## src/rtl/spi_slave_fsm_if.sv

```systemverilog
// Bus bundle between the SPI slave front end and its master-side neighbours
// (SPI pins toward the host, word/strobe/read-data signals toward the RAM controller).
interface spi_slave_fsm_if #(
    parameter int RX_WIDTH = 10,
    parameter int TX_WIDTH = 8
);
    logic                SS_n;
    logic                MOSI;
    logic                MISO;
    logic [RX_WIDTH-1:0] rx_data;
    logic                rx_valid;
    logic [TX_WIDTH-1:0] tx_data;
    logic                tx_valid;

    modport master (
        output SS_n, MOSI, tx_data, tx_valid,
        input  MISO, rx_data, rx_valid
    );

    modport slave (
        input  SS_n, MOSI, tx_data, tx_valid,
        output MISO, rx_data, rx_valid
    );
endinterface

```

## src/rtl/spi_slave_fsm.sv

```systemverilog
// SPI slave serial front end: deserialises MOSI frames into command/address/data
// words for the RAM controller and serialises read data back out on MISO.
module spi_slave_fsm #(
    parameter int RX_WIDTH = 10,
    parameter int TX_WIDTH = 8
) (
    input logic             clk,
    input logic             rst_n,
    spi_slave_fsm_if.slave  bus
);
    localparam int MAX_W = (RX_WIDTH > TX_WIDTH) ? RX_WIDTH : TX_WIDTH;
    localparam int CNT_W = $clog2(MAX_W + 1);

    typedef enum logic [2:0] {
        IDLE      = 3'd0,
        CHK_CMD   = 3'd1,
        WRITE     = 3'd2,
        READ_ADD  = 3'd3,
        READ_DATA = 3'd4
    } state_t;

    // Sub-phase within a receive state; only READ_DATA goes past PH_RX into transmit.
    typedef enum logic [1:0] {
        PH_RX   = 2'd0,
        PH_WAIT = 2'd1,
        PH_TX   = 2'd2,
        PH_END  = 2'd3
    } phase_t;

    state_t              state_r, state_s;
    phase_t              phase_r, phase_s;
    logic [CNT_W-1:0]    cnt_r, cnt_s;
    // Holds the first RX_WIDTH-1 bits; the last bit comes straight from MOSI.
    logic [RX_WIDTH-2:0] shift_r, shift_s;
    logic [TX_WIDTH-1:0] tx_shift_r, tx_shift_s;
    logic [RX_WIDTH-1:0] rx_data_r, rx_data_s;
    logic                rx_valid_r, rx_valid_s;
    logic                miso_r, miso_s;
    logic                rd_addr_done_r, rd_addr_done_s;
    logic [RX_WIDTH-1:0] word_s;

    assign word_s       = {shift_r, bus.MOSI};
    assign bus.MISO     = miso_r;
    assign bus.rx_data  = rx_data_r;
    assign bus.rx_valid = rx_valid_r;

    // State register.
    always_ff @(posedge clk or negedge rst_n) begin
        if (!rst_n) begin
            state_r <= IDLE;
        end else begin
            state_r <= state_s;
        end
    end

    // Next-state decode; SS_n high from any active state aborts the frame.
    always_comb begin
        state_s = state_r;
        case (state_r)
            IDLE: begin
                if (!bus.SS_n) begin
                    state_s = CHK_CMD;
                end else begin
                    state_s = IDLE;
                end
            end
            CHK_CMD: begin
                if (bus.SS_n) begin
                    state_s = IDLE;
                end else if (!bus.MOSI) begin
                    state_s = WRITE;
                end else if (rd_addr_done_r) begin
                    state_s = READ_DATA;
                end else begin
                    state_s = READ_ADD;
                end
            end
            WRITE, READ_ADD, READ_DATA: begin
                if (bus.SS_n) begin
                    state_s = IDLE;
                end else begin
                    state_s = state_r;
                end
            end
            default: state_s = IDLE;
        endcase
    end

    // Datapath next values: shifting, word capture, strobe and MISO serialisation.
    always_comb begin
        phase_s        = phase_r;
        cnt_s          = cnt_r;
        shift_s        = shift_r;
        tx_shift_s     = tx_shift_r;
        rx_data_s      = rx_data_r;
        rx_valid_s     = 1'b0;
        miso_s         = 1'b0;
        rd_addr_done_s = rd_addr_done_r;
        if (state_r == IDLE || bus.SS_n) begin
            phase_s    = PH_RX;
            cnt_s      = {CNT_W{1'b0}};
            shift_s    = {(RX_WIDTH-1){1'b0}};
            tx_shift_s = {TX_WIDTH{1'b0}};
        end else if (state_r == CHK_CMD) begin
            phase_s = PH_RX;
            cnt_s   = {CNT_W{1'b0}};
            shift_s = {(RX_WIDTH-1){1'b0}};
        end else begin
            case (phase_r)
                PH_RX: begin
                    shift_s = word_s[RX_WIDTH-2:0];
                    if (cnt_r == CNT_W'(RX_WIDTH - 1)) begin
                        rx_data_s  = word_s;
                        rx_valid_s = 1'b1;
                        cnt_s      = {CNT_W{1'b0}};
                        if (state_r == READ_ADD) begin
                            rd_addr_done_s = 1'b1;
                        end else if (state_r == READ_DATA) begin
                            rd_addr_done_s = 1'b0;
                        end else begin
                            rd_addr_done_s = rd_addr_done_r;
                        end
                        if (state_r == READ_DATA) begin
                            phase_s = PH_WAIT;
                        end else begin
                            phase_s = PH_END;
                        end
                    end else begin
                        cnt_s = cnt_r + CNT_W'(1);
                    end
                end
                PH_WAIT: begin
                    if (bus.tx_valid) begin
                        tx_shift_s = {bus.tx_data[TX_WIDTH-2:0], 1'b0};
                        miso_s     = bus.tx_data[TX_WIDTH-1];
                        cnt_s      = CNT_W'(1);
                        phase_s    = PH_TX;
                    end else begin
                        phase_s = PH_WAIT;
                    end
                end
                PH_TX: begin
                    if (cnt_r < CNT_W'(TX_WIDTH)) begin
                        miso_s     = tx_shift_r[TX_WIDTH-1];
                        tx_shift_s = {tx_shift_r[TX_WIDTH-2:0], 1'b0};
                        cnt_s      = cnt_r + CNT_W'(1);
                    end else begin
                        phase_s = PH_END;
                    end
                end
                PH_END:  phase_s = PH_END;
                default: phase_s = PH_END;
            endcase
        end
    end

    // Datapath and output registers.
    always_ff @(posedge clk or negedge rst_n) begin
        if (!rst_n) begin
            phase_r        <= PH_RX;
            cnt_r          <= {CNT_W{1'b0}};
            shift_r        <= {(RX_WIDTH-1){1'b0}};
            tx_shift_r     <= {TX_WIDTH{1'b0}};
            rx_data_r      <= {RX_WIDTH{1'b0}};
            rx_valid_r     <= 1'b0;
            miso_r         <= 1'b0;
            rd_addr_done_r <= 1'b0;
        end else begin
            phase_r        <= phase_s;
            cnt_r          <= cnt_s;
            shift_r        <= shift_s;
            tx_shift_r     <= tx_shift_s;
            rx_data_r      <= rx_data_s;
            rx_valid_r     <= rx_valid_s;
            miso_r         <= miso_s;
            rd_addr_done_r <= rd_addr_done_s;
        end
    end
endmodule

```

## src/flat_wrapper.sv

```systemverilog
// flat-port wrapper written by rule: the top's interface ports become plain ports
module spi_slave_fsm_flat 
#(
    parameter int RX_WIDTH = 10,
    parameter int TX_WIDTH = 8
)
  (clk, rst_n, bus_SS_n, bus_MOSI, bus_tx_data, bus_tx_valid, bus_MISO, bus_rx_data, bus_rx_valid);
  spi_slave_fsm_if #(.RX_WIDTH(RX_WIDTH), .TX_WIDTH(TX_WIDTH)) bus_i ();
  input logic clk;
  input logic rst_n;
  input wire logic [$bits(bus_i.SS_n)-1:0] bus_SS_n;
  input wire logic [$bits(bus_i.MOSI)-1:0] bus_MOSI;
  input wire logic [$bits(bus_i.tx_data)-1:0] bus_tx_data;
  input wire logic [$bits(bus_i.tx_valid)-1:0] bus_tx_valid;
  output wire logic [$bits(bus_i.MISO)-1:0] bus_MISO;
  output wire logic [$bits(bus_i.rx_data)-1:0] bus_rx_data;
  output wire logic [$bits(bus_i.rx_valid)-1:0] bus_rx_valid;
  assign bus_i.SS_n = bus_SS_n;
  assign bus_i.MOSI = bus_MOSI;
  assign bus_i.tx_data = bus_tx_data;
  assign bus_i.tx_valid = bus_tx_valid;
  assign bus_MISO = bus_i.MISO;
  assign bus_rx_data = bus_i.rx_data;
  assign bus_rx_valid = bus_i.rx_valid;
  spi_slave_fsm #(.RX_WIDTH(RX_WIDTH), .TX_WIDTH(TX_WIDTH)) u_core (.clk(clk), .rst_n(rst_n), .bus(bus_i));
endmodule
```

## config.mk

```make
export PLATFORM = sky130hd
export DESIGN_NAME = spi_slave_fsm_flat
export DESIGN_NICKNAME = d
export VERILOG_FILES = /design/src/rtl/spi_slave_fsm_if.sv /design/src/rtl/spi_slave_fsm.sv /design/src/flat_wrapper.sv
export SDC_FILE = /design/constraint.sdc
export NUM_CORES = 1
export LEC_CHECK = 0
export CAP_MARGIN = 15
export CORE_MARGIN = 2
export CORE_UTILIZATION = 45
export DETAILED_ROUTE_END_ITERATION = 10
export PLACE_DENSITY = 0.7
export SLEW_MARGIN = 40
export SYNTH_ARGS = -nofsm -noshare
export SYNTH_HDL_FRONTEND = slang
export SYNTH_SLANG_ARGS = --single-unit
```

## constraint.sdc

```tcl
create_clock -name clk -period 2.4 [get_ports clk]
set_clock_uncertainty 0.15 [all_clocks]
set_input_delay 0.36 -clock clk [delete_from_list [all_inputs] [get_ports clk]]
set_output_delay 0.36 -clock clk [all_outputs]
set_load 0.02 [all_outputs]
```

Word level (Yosys, flattened, before mapping)
Cells that the tools add are included.
W data, S select, Z words.
{"block": "op_classes", "shift": 0, "n_mul": 0, "mux": 38, "n_bitwise": 2, "div": 0, "n_eq_ne": 16, "addsub": 1, "reduce_logical": 13, "n_lt_le_gt_ge": 1}
{"operator": "$mux W8", "n": 4}
{"operator": "$mux W9", "n": 3}
{"operator": "$mux W4", "n": 5}
{"operator": "$pmux W8 S2", "n": 1}
{"operator": "$mux W2", "n": 6}
{"operator": "$mux W3", "n": 4}
{"operator": "$pmux W4 S3", "n": 1}
{"operator": "$mux W1", "n": 11}
{"operator": "$pmux W3 S3", "n": 1}
{"operator": "$ne A4 B1 Y1 const B", "n": 2}
{"operator": "$ne A4 B2 Y1 const B", "n": 2}
{"operator": "$pmux W2 S4", "n": 1}
{"operator": "$reduce_and A4 Y1", "n": 2}
{"operator": "$eq A3 B2 Y1 const B", "n": 2}
{"operator": "$reduce_bool A3 Y1", "n": 2}
{"operator": "$reduce_and A5 Y1", "n": 1}
{"operator": "$reduce_bool A5 Y1", "n": 1}
{"operator": "$add A4 B1 Y4 const B", "n": 1}
{"operator": "$eq A2 B2 Y1 const B", "n": 2}
{"operator": "$eq A4 B4 Y1 const B", "n": 1}
{"operator": "$lt A4 B4 Y1 const B", "n": 1}
{"operator": "$eq A3 B1 Y1 const B", "n": 1}
{"operator": "$eq A3 B3 Y1 const B", "n": 1}
{"operator": "$logic_not A3 Y1", "n": 1}
{"operator": "13 further kinds", "n": 14}
{"block": "word_totals", "output_inout_bits": 12, "inputBits": 13, "n_memories": 0, "ramBits": 0, "regBits": 39, "elab_cells": 80, "latchBits": 0, "rom_bits": 0}

Longest topological paths before layout
{"block": "depth", "ltp_word": 6, "mapped_depth": 7, "ltp_nobuf": 6}

Least setup slack after synthesis
Ideal clock, no wire load.
{"block": "synth_timing", "kind": "register -> register", "start": "register u_core.phase_r[0]", "end": "register u_core.cnt_r[3]", "path_stages_with_launch": 7, "n_path_buf": 0, "slack_ps": 390, "setup_time_ps": 78, "period_less_slack_ps": 2010, "required_time_ps": 2172, "arrival_time_ps": 1782, "path_cell_list": "dfrtp_1 inv_1 ha_1 nor2b_1 or2_1 or4_1 a21oi_1"}
{"block": "synth_between", "elab_chain_len": 4, "word_cells_on_any_way": 10, "cone_classes": "eq/ne: 4; mux: 3; reduce/logical: 3"}
{"element": "start: declaration", "line_no": "spi_slave_fsm.sv:31", "rtl": "phase_t phase_r, phase_s;"}
{"element": "start signal: assignment", "line_no": "spi_slave_fsm.sv:169", "rtl": "phase_r <= phase_s;"}
{"element": "$eq A2 B2 Y1, or another cell as far along", "line_no": "spi_slave_fsm.sv:109", "rtl": "case (phase_r)"}
{"element": "$pmux W4 S3", "line_no": "spi_slave_fsm.sv:109"}
{"element": "$mux W4", "line_no": "spi_slave_fsm.sv:104", "rtl": "end else if (state_r == CHK_CMD) begin"}
{"element": "$mux W4", "line_no": "spi_slave_fsm.sv:99", "rtl": "if (state_r == IDLE || bus.SS_n) begin"}
{"element": "end signal: assignment", "line_no": "spi_slave_fsm.sv:161", "rtl": "cnt_r <= {CNT_W{1'b0}};"}
{"element": "end signal: assignment", "line_no": "spi_slave_fsm.sv:170", "rtl": "cnt_r <= cnt_s;"}
{"element": "end: declaration", "line_no": "spi_slave_fsm.sv:32", "rtl": "logic [CNT_W-1:0] cnt_r, cnt_s;"}
Several ways; a longest one is shown, not always the timed one.
A chain may end at the register's enable or synchronous reset.

Worst setup path after layout
Ends and elaborated chain as after synthesis.

==> reports/qor.yml <==
timing:
  finalCriticalPeriod_ns: 2.181
  worst_slew_pin_slew_ns: 0.5890
  rsz0062_at_grt: "false"
  setup_viol_count_final: 0
  fmax_mhz: 458.5
  slew_headroom_pct: 60.69
  slew_viol_final: 0
  finalSetupTns_ns: 0
  fin_crit_sh_pct: 90.88
  hold_viol: 0
clocking:
  cts_tree: "yes"
  clock_path_buffers: 2
  cts-htree-levels: 2
  insertion_delay_ns: 0.28
  clkSlewWorstSetupHoldPaths_ns: 0.06
  cts-root-buf: "clkbuf_8"
  cts_made_buffers: 5
  cts_setup_buffers: 0
  clkSinkCount: 38
critical_path:
  reg2reg_to: "u_core.cnt_r[3]"
  crit_slowest_cell: "or4_1"
  startpoint_type: "flop"
  critPathMaxFanout: 7
  r2r_slack_ns: 0.22
  worstPathRequired_ns: 2.45
  rr_worst_depth: 6
  cp_cell_sequence: "inv_1 -> ha_1 -> nor2b_1 -> or2_1 -> or4_1 -> a21oi_1"
  worstSetupPathType: "reg2reg"
  crit_path_end_kind: "flop"
  arrival_ns: 2.23
  r2r_start: "u_core.phase_r[0]"
  cp_slowest_stage_delay_ns: 0.48
  cp_num_buf_inv: 1
  crit_family: "simple AND/OR/NAND/NOR gates"
yosys:
  avgSynthCellArea_um2: 10.64
  synth_adder_area_share_pct: 5.284
  synthMuxAreaShare_pct: 15.32
  synth_top_area_share_pct: 50.20
  syn_area_um2: 1894
  ys_types: 33
  ys_ff_latch: 38
  netlist_instances: 178
  netlist.top_cell.by_area: "dfrtp_1"
  yosys_warnings: 0
  synthTopCellsByArea: "dfrtp_1 50%, mux2_2 9.5%, mux2i_1 5.8%"
  synth_xor_area_share_pct: 0
  syn_nets: 199
  synth_top_family_by_area: "multiplexers"
  synth_compound_area_share_pct: 10.44
  ys_seq_area_share_pct: 50.20
  yosys.area_share.simple_pct: 15.26
final_layout:
  nets: 227
  final_cell_mix: "38 x dfrtp_1, 23 x clkdlybuf4s50_1, 18 x nor2_1"
  layout_commonest_cell: "dfrtp_1"
  num-fill-cells: 344
  synthToLayoutAreaGrowth_pct: 21.73
  diodes: 0
  drive_gt1_share_pct: 15.61
  finalNonFillerCells: 255
floorplan:
  dieArea_um2: 4744
  initial_core_util_pct: 47.02
  dieHeight_um: 68.88
  io_pins: 25
  core_um2: 4029
  fp-row-count: 23
  fp.dieW_um: 68.88
place:
  dp_cells: 248
  gp_congestion: 0.8122
  post-dp-hpwl_mm: 2.723
  port-buffer-count: 24
power_and_ir_drop:
  peakVddDrop_v: 0.0003250
  cellPowerDensity_nw_per_um2: 512.6
  p_leak_nw: 1.041
routing:
  drtPass1Iterations: 4
  vias: 1408
  drc: 0
  first_iter_violations: 101
  ant_nets: 0
  vias_per_cell: 5.522
  routedWlPerCell_um: 14.48
  drt_wl_total_mm: 3.693
hold_path:
  hp-class: "reg2reg"
  holdPathEnd: "u_core.bus.rx_data[6]"
  hold_depth: 1
  hold_start: "u_core.bus.rx_data[6]"
global_route:
  antenna_found_initial: 0
  grt_pass1_wl_mm: 6.423
  grt_max_degree: 21
  grt_pass1_vias: 1402
  gr-total-overflow: 0
  grt.total_usage_pct: 18.41
run:
  maxCapViolations: 0
status:
  outcome: "finished clean"
==> final cells by class <==
type	count	area [um2]	area share, %
sequential	38	950.9	41.24
tap	50	62.56	2.713
timing repair buffer	31	310.3	13.46
multi-input combinational	124	877.1	38.04
clock buffer	6	82.58	3.581
inverter	6	22.52	0.9767
==> synth_stat cells (all sizes together) <==
cell and instances:
nor3 4, o21ai 4, or2 1, nor2 18
or3 2, dfrtp 38, clkbuf 5, a311oi 1
mux2i 11, o311ai 1, o2111ai 1, nand2b 3
a2bb2oi 2, or4 2, nor3b 1, ha 8
o211ai 1, and3b 1, buf 5, o21bai 1
nor2b 2, o21a 1, nand3 9, o2111a 1
mux2 16, a21oi 12, o31ai 1, nor4bb 1
nand3b 1, nand2 15, inv 6, a31oi 2
a32oi 1
==> worst max path at each step <==
stage                      startpoint              end  cells past startpoint
finish              u_core.phase_r[0]  u_core.cnt_r[3]                      6
global route        u_core.phase_r[1]  u_core.cnt_r[3]                      6
CTS                 u_core.phase_r[0]  u_core.cnt_r[3]                      6
detailed placement       bus_tx_valid  u_core.cnt_r[3]                      5
global placement         bus_tx_valid  u_core.cnt_r[3]                      5
floorplan           u_core.phase_r[0]  u_core.cnt_r[3]                      6
==> per-layer routing <==
layer	up-vias	global-route usage, %	wire length (um)
li1	675	-	-
met1	705	22.85	1673
met2	23	30.41	1847
met3	5	4.058	128
met4	0	8.824	44
met5	-	0	0
==> what timing repair did <==
action / 4_1_cts / 5_1_grt
hold buffers: 1 / 0
endpoints found under the setup margin: 0 / 0
gates resized for setup: 0 / 0
hold endpoints to repair: 19 / 0
==> sequential cells by signal (all words and copies together), names as in the netlist <==
| register | flops |
|---|---|
| u_core.bus.rx_data | 10 |
| u_core.rd_addr_done_r | 1 |
| u_core.cnt_r | 4 |
| u_core.phase_r | 2 |
| u_core.bus.MISO | 1 |
| u_core.bus.rx_valid | 1 |
| u_core.tx_shift_r | 7 |
| u_core.shift_r | 9 |
| u_core.state_r | 3 |
==> worst register-to-register path, stage by stage (launching register included) <==
cell and delay [ns]:
dfrtp_1 0.42, inv_1 0.11, ha_1 0.39, nor2b_1 0.17, or2_1 0.24, or4_1 0.48
a21oi_1 0.15
==> power by group <==
group	switching, mW	total [mW]	internal (mW)
registers	0.0196	0.669	0.649
clock network	0.193	0.414	0.221
logic	0.0521	0.0993	0.0472
total	0.265	1.18	0.918
==> through the flow <==
| step | hold WS, ns | area (um2) | total power, mW | util (%) | setup slack (ns) |
|---|---|---|---|---|---|
| 3_3_place_gp | 0.3431 | 2186 | 0.7697 | 54.25 | 0.2520 |
| 3_5_place_dp | 0.2151 | 2213 | 0.7791 | 54.94 | 0.2288 |
| 2_1_floorplan | -0.08559 | 1894 | 0.7277 | - | 0.3901 |
| 4_1_cts | 0.3649 | 2306 | 1.198 | 57.24 | 0.1955 |
| 6_report | 0.3570 | 2306 | 1.182 | 57.24 | 0.2189 |
| 5_1_grt | 0.3830 | 2306 | 1.243 | 57.24 | 0.1132 |
==> logic make-up after synthesis <==
kind of cell	count (synthesis)
and+or+nand+nor	60
DFF	38
AOI/OAI and AO/OA	29
muxes	27
buffers and inverters	16
adders and majority gates	8
No activity file was read; power rests on OpenSTA's default activity.
